$ cat src/rtl/hls_run_sequencer.sv
// hls_run_sequencer
//   On-chip run controller for a Bambu-generated HLS core. Launches the core
//   cfg_num_runs times through the start_port/done_port handshake. Each run is
//   preceded by a RST_CYCLES-long core reset. The controller times every run
//   against an optional watchdog and streams one result per run through a
//   valid/ready port. It also keeps min/max/total statistics over runs that
//   finished OK.
//
// Ports
//   clock, reset     : single rising-edge clock, synchronous active-high reset
//   cfg_start        : 1-cycle batch request, ignored while busy
//   cfg_num_runs     : runs in the batch, sampled with an accepted cfg_start
//   cfg_timeout      : per-run watchdog limit in cycles (0 disables it)
//   abort            : ends the current batch immediately
//   dut_reset        : reset to the HLS core (active-high)
//   dut_start_port   : 1-cycle launch pulse to the core
//   dut_done_port    : completion pulse from the core (only observed in WAIT)
//   busy             : batch in progress
//   all_done         : 1-cycle pulse at the end of a batch (normal or aborted)
//   aborted          : sticky flag, the last batch was aborted
//   res_valid/ready  : per-run result handshake
//   res_run_idx      : 0-based run index of the pending result
//   res_cycles       : measured cycles (start cycle to done cycle, inclusive)
//   res_status       : 00 OK, 01 TIMEOUT
//   stat_min/max     : min/max res_cycles over OK runs
//   stat_total       : saturating sum of res_cycles over OK runs
module hls_run_sequencer #(
    parameter int CYC_W      = 32,
    parameter int RUN_W      = 16,
    parameter int STAT_W     = 48,
    parameter int RST_CYCLES = 2
) (
    input  logic              clock,
    input  logic              reset,
    input  logic              cfg_start,
    input  logic [RUN_W-1:0]  cfg_num_runs,
    input  logic [CYC_W-1:0]  cfg_timeout,
    input  logic              abort,
    output logic              dut_reset,
    output logic              dut_start_port,
    input  logic              dut_done_port,
    output logic              busy,
    output logic              all_done,
    output logic              aborted,
    output logic              res_valid,
    input  logic              res_ready,
    output logic [RUN_W-1:0]  res_run_idx,
    output logic [CYC_W-1:0]  res_cycles,
    output logic [1:0]        res_status,
    output logic [CYC_W-1:0]  stat_min,
    output logic [CYC_W-1:0]  stat_max,
    output logic [STAT_W-1:0] stat_total
);

    typedef enum logic [2:0] {
        S_IDLE,
        S_RST_DUT,
        S_LAUNCH,
        S_WAIT,
        S_REPORT,
        S_FINISH
    } state_t;

    localparam logic [1:0] ST_OK      = 2'b00;
    localparam logic [1:0] ST_TIMEOUT = 2'b01;

    localparam int RC_W = (RST_CYCLES > 2) ? $clog2(RST_CYCLES) : 1;
    localparam logic [RC_W-1:0] RC_LAST = RC_W'(RST_CYCLES - 1);

    state_t             state_q, state_d;
    logic [RC_W-1:0]    rst_cnt_q;
    logic [RUN_W-1:0]   num_runs_q;
    logic [CYC_W-1:0]   timeout_q;
    logic [CYC_W-1:0]   cnt_q;
    logic [RUN_W-1:0]   idx_q;
    logic [CYC_W-1:0]   cycles_q;
    logic [1:0]         status_q;
    logic               aborted_q;
    logic [CYC_W-1:0]   min_q, max_q;
    logic [STAT_W-1:0]  total_q;

    logic [CYC_W:0]     cnt_inc;
    logic [CYC_W-1:0]   cnt_inc_sat;
    logic               timed_out;
    logic               last_run;
    logic               abort_take;
    logic [STAT_W:0]    total_sum;
    logic [STAT_W-1:0]  total_next;

    // Counter arithmetic is done one bit wider so both the watchdog compare
    // and the saturation see the true cnt+1.
    assign cnt_inc     = {1'b0, cnt_q} + {{CYC_W{1'b0}}, 1'b1};
    assign cnt_inc_sat = cnt_inc[CYC_W] ? '1 : cnt_inc[CYC_W-1:0];
    assign timed_out   = (timeout_q != '0) && (cnt_inc >= {1'b0, timeout_q});
    assign last_run    = (idx_q + RUN_W'(1)) == num_runs_q;
    // A batch that is already finishing has nothing left to abort.
    assign abort_take  = abort && (state_q != S_IDLE) && (state_q != S_FINISH);
    assign total_sum   = {1'b0, total_q} + {{(STAT_W + 1 - CYC_W){1'b0}}, cycles_q};
    assign total_next  = total_sum[STAT_W] ? '1 : total_sum[STAT_W-1:0];

    always_ff @(posedge clock) begin
        if (reset) begin
            state_q <= S_IDLE;
        end else begin
            state_q <= state_d;
        end
    end

    always_comb begin
        state_d        = state_q;
        dut_reset      = reset;
        dut_start_port = 1'b0;
        busy           = 1'b0;
        all_done       = 1'b0;
        res_valid      = 1'b0;

        case (state_q)
            S_IDLE: begin
                if (cfg_start) begin
                    state_d = (cfg_num_runs == '0) ? S_FINISH : S_RST_DUT;
                end
            end
            S_RST_DUT: begin
                busy      = 1'b1;
                dut_reset = 1'b1;
                if (rst_cnt_q == RC_LAST) begin
                    state_d = S_LAUNCH;
                end
            end
            S_LAUNCH: begin
                busy           = 1'b1;
                dut_start_port = 1'b1;
                state_d        = S_WAIT;
            end
            S_WAIT: begin
                busy = 1'b1;
                if (dut_done_port || timed_out) begin
                    state_d = S_REPORT;
                end
            end
            S_REPORT: begin
                busy      = 1'b1;
                res_valid = 1'b1;
                if (res_ready) begin
                    state_d = last_run ? S_FINISH : S_RST_DUT;
                end
            end
            S_FINISH: begin
                busy     = 1'b1;
                all_done = 1'b1;
                // aborted_q is only set here when this FINISH came from an
                // abort, so the core is held in reset for that cycle only.
                if (aborted_q) begin
                    dut_reset = 1'b1;
                end
                state_d = S_IDLE;
            end
            default: begin
                state_d = S_IDLE;
            end
        endcase

        if (abort_take) begin
            state_d = S_FINISH;
        end
    end

    always_ff @(posedge clock) begin
        if (reset) begin
            rst_cnt_q  <= '0;
            num_runs_q <= '0;
            timeout_q  <= '0;
            cnt_q      <= '0;
            idx_q      <= '0;
            cycles_q   <= '0;
            status_q   <= ST_OK;
            aborted_q  <= 1'b0;
            min_q      <= '1;
            max_q      <= '0;
            total_q    <= '0;
        end else begin
            rst_cnt_q <= (state_q == S_RST_DUT) ? rst_cnt_q + RC_W'(1) : '0;

            case (state_q)
                S_IDLE: begin
                    if (cfg_start) begin
                        num_runs_q <= cfg_num_runs;
                        timeout_q  <= cfg_timeout;
                        idx_q      <= '0;
                        cycles_q   <= '0;
                        status_q   <= ST_OK;
                        aborted_q  <= 1'b0;
                        min_q      <= '1;
                        max_q      <= '0;
                        total_q    <= '0;
                    end
                end
                S_LAUNCH: begin
                    cnt_q <= CYC_W'(1);
                end
                S_WAIT: begin
                    if (!abort_take) begin
                        // done has priority over a watchdog hit in the same cycle
                        if (dut_done_port) begin
                            cycles_q <= cnt_inc_sat;
                            status_q <= ST_OK;
                        end else if (timed_out) begin
                            cycles_q <= timeout_q;
                            status_q <= ST_TIMEOUT;
                        end else begin
                            cnt_q <= cnt_inc_sat;
                        end
                    end
                end
                S_REPORT: begin
                    if (res_ready && !abort_take) begin
                        idx_q <= idx_q + RUN_W'(1);
                        if (status_q == ST_OK) begin
                            if (cycles_q < min_q) begin
                                min_q <= cycles_q;
                            end
                            if (cycles_q > max_q) begin
                                max_q <= cycles_q;
                            end
                            total_q <= total_next;
                        end
                    end
                end
                default: begin
                end
            endcase

            if (abort_take) begin
                aborted_q <= 1'b1;
            end
        end
    end

    assign aborted     = aborted_q;
    assign res_run_idx = idx_q;
    assign res_cycles  = cycles_q;
    assign res_status  = status_q;
    assign stat_min    = min_q;
    assign stat_max    = max_q;
    assign stat_total  = total_q;

endmodule
$ cat config.mk
export PLATFORM = sky130hd
export DESIGN_NAME = hls_run_sequencer
export DESIGN_NICKNAME = d
export VERILOG_FILES = /design/src/rtl/hls_run_sequencer.sv
export SDC_FILE = /design/constraint.sdc
export NUM_CORES = 1
export LEC_CHECK = 0
export ABC_AREA = 1
export ABC_CLOCK_PERIOD_IN_PS = 4000
export CAP_MARGIN = 10
export CORE_MARGIN = 2
export CORE_UTILIZATION = 57
export DETAILED_ROUTE_END_ITERATION = 10
export PLACE_DENSITY = 0.82
export SLEW_MARGIN = 20
export SYNTH_ARGS = -nofsm -noshare
export SYNTH_HDL_FRONTEND = slang
export SYNTH_SLANG_ARGS = --single-unit
$ cat constraint.sdc
create_clock -name clock -period 4 [get_ports clock]
set_input_delay 0.4 -clock clock [delete_from_list [all_inputs] [get_ports clock]]
set_output_delay 0.4 -clock clock [all_outputs]
set_load 0.03 [all_outputs]
==> flow_summary.toml <==
[critical_path]
path_cells = "ha_1 > nand2_2 > nor2_4 > nand2_2 > nor2_2 > nand2_2 > nor2_2 > nand2_1 > o21ai_1 > nand2_1 > ha_1 > nand2_1 > nor2_1 > a211oi_1 > nor2_1 > nor2_1 > nand2_1 > nand2_1 > buf_4 > nand4_1 > a21oi_1"
worst_path_max_delay_cell = "dfxtp_1"
r2r_slack_ps = 370
crit_end = "cnt_q[5]$_SDFFE_PP0P_"
crit_fanout = 12
worst-r2r-cell-count = 21
rr_endpoint = "cnt_q[5]$_SDFFE_PP0P_"
required_ps = 4480
worstSetupStartpointType = "flip-flop"
slowest_delay_ps = 420
r2r_start = "cnt_q[0]$_SDFFE_PP0P_"
critical_path_class = "reg2reg"
crit_arrival_ps = 4110
cp-end-kind = "flip-flop"
crit_start = "cnt_q[0]$_SDFFE_PP0P_"
cp_common_cell = "nand2_1"

[timing]
setup_tns_ps = 0
min_period_ps = 3630
setup_viol = 0
holdWs_ps = 352
finalWorstSetupSlack_ps = 374
rsz0062_at_grt = "no"
fin_crit_sh = 0.906
finalMaxSlewViolations = 0
fmax_mhz = 276
worst_pin_slew_ps = 1060
relSlewSlack = 0.287
skew_ps = 22.4
hold_viol = 0

[die]
coreArea_sq_um = 29500
dieArea_sq_um = 31100
placementRows = 63
pin_count = 222
die_h_um = 176
start_util = 0.575
dieWidth_um = 176

[placed_design]
portBuffers = 220
gp_congestion = 1.05
hpwlAfterDp_um = 47200
post-place-ws_ps = 312
placed_area_sq_um = 19500
dp.cells = 3196

[drt]
postRouteAntennaNets = 0
vias = 19400
drc = 0
avgRoutedWirePerCell_um = 19.3
drt_first_pass_iters = 6
totalWireLength_um = 62700
vias_per_cell = 5.96
drt_iter0_drc = 2104

[grt]
grt_pass1_vias = 18000
grt_pass1_wl_um = 97500
grt_max_degree = 97
overflow = 0
track_usage = 0.395
grt_antenna_before_repair = 1

[cells_and_area]
layout-drive-gt1-share = 0.0535
fin_area_sq_um = 20500
areaGrowthSynthToFinish_pct = 20.8
fin_cells = 3252
layout_common_cells = "nand2_1, inv_1, a21oi_1"
layout.nets = 3022
layout_commonest_cell = "nand2_1"
utilization = 0.695

[synthesis]
yosysUniqueCellTypes = 45
yosysWarningCount = 0
syn_nets = 2852
synth-async-reset-ratio = 0
ys_seq_elements = 246
yosysTopAreaCell = "dfxtp_1"
synth-seq-area-share = 0.291
yosysTopAreaCellShare = 0.291
synth_edf_count = 0
synthCells = 2668
netlist_area_sq_um = 17000
synthFlopType = "dfxtp_1"
postSynthAreaPerCell_sq_um = 6.35
synthTopCellsByArea = "dfxtp_1, nand2_1, ha_1"

[worst_hold_path]
min_path_type = "in2reg"
worstHoldStart = "reset"

[clock_network]
clock_sinks = 246
cts_buffers = 29
htree_levels = 1
cts_buffer_depth = 3
clk_latency_ps = 580
clkTransAtPathRegs_ps = 60
cts.hold.buffers_added = 0
cts_root_buffer = "clkbuf_16"
cts_tree = "done"
cts_resized = 0
postCtsSetupBuffers = 0

[pwr]
power_mw = 13.9
ir_drop_mv = 0.402
p_per_area_nw_per_um2 = 677
leakagePower_nw = 9.15

[flow_run]
maxCapViolCount = 0

[run_status]
outcome = "finished, final reports clean"
==> worst min path at each step <==
stage,endpoint,slack (ps),cells past startpoint
after floorplan,num_runs_q[10]$_SDFFE_PP0P_,440,2
after global placement,num_runs_q[9]$_SDFFE_PP0P_,460,2
after detailed placement,num_runs_q[9]$_SDFFE_PP0P_,470,2
after CTS,stat_min[9]$_SDFFE_PP1P_,320,3
after global routing,stat_min[7]$_SDFFE_PP1P_,350,3
final,stat_min[7]$_SDFFE_PP1P_,350,3
==> worst max-delay path, delay by kind of cell (launching register included) <==
family,cells,cell delay [ps]
compound gates,3,630
fa+ha+maj,2,540
buf+inv,1,240
flops,1,420
simple gates,15,1700
==> layout make-up <==
type / count / area (sq um)
antenna: 1 / 2.50
clock buffer: 42 / 845
clock inverter: 12 / 128
fill: 2603 / 9000
inverter: 317 / 1190
multi-input combinational: 1989 / 10400
sequential: 246 / 4920
tap: 390 / 488
timing repair buffer: 255 / 2510
==> registers in the layout (all words and copies together), names as in the netlist <==
register and flops:
stat_total 48, res_cycles 32, res_status 1, res_run_idx 16
cnt_q 32, state_q 3, timeout_q 32, rst_cnt_q 1
aborted 1, stat_max 32, stat_min 32, num_runs_q 16
==> layer usage <==
metal	vias up	routed length, um	track usage
met2	1118	28100	0.648
met5	-	0	0
met1	8947	25200	0.507
met4	0	2880	0.169
met3	181	6540	0.0734
li1	9133	-	-
==> Yosys cell counts (8+ instances only) <==
master,n
a21oi_1,303
a22oi_1,12
buf_1,11
buf_2,19
clkbuf_1,81
dfxtp_1,246
ha_1,129
inv_1,308
inv_2,8
nand2_1,602
nand3_1,227
nand4_1,70
nor2_1,290
nor3_1,30
nor4_1,16
o21ai_0,156
o22ai_1,13
or2_2,32
xnor2_1,8
xor2_1,48
==> report_power, final <==
group          switching [mW]  total (mW)  internal (mW)
logic                    4.48        7.07           2.59
clock network            1.12        2.71           1.59
registers               0.992        4.08           3.08
total                    6.59        13.9           7.27
==> cell families after synthesis <==
logic type,share of synthesized area
flip-flops,0.291
buffers and inverters,0.0988
AO/OA/AOI/OAI,0.157
other,0.000221
AND/OR/NAND/NOR,0.328
adder cells (fa/ha/maj),0.0964
XOR/XNOR,0.0289
(Power assumes the default switching activity.)
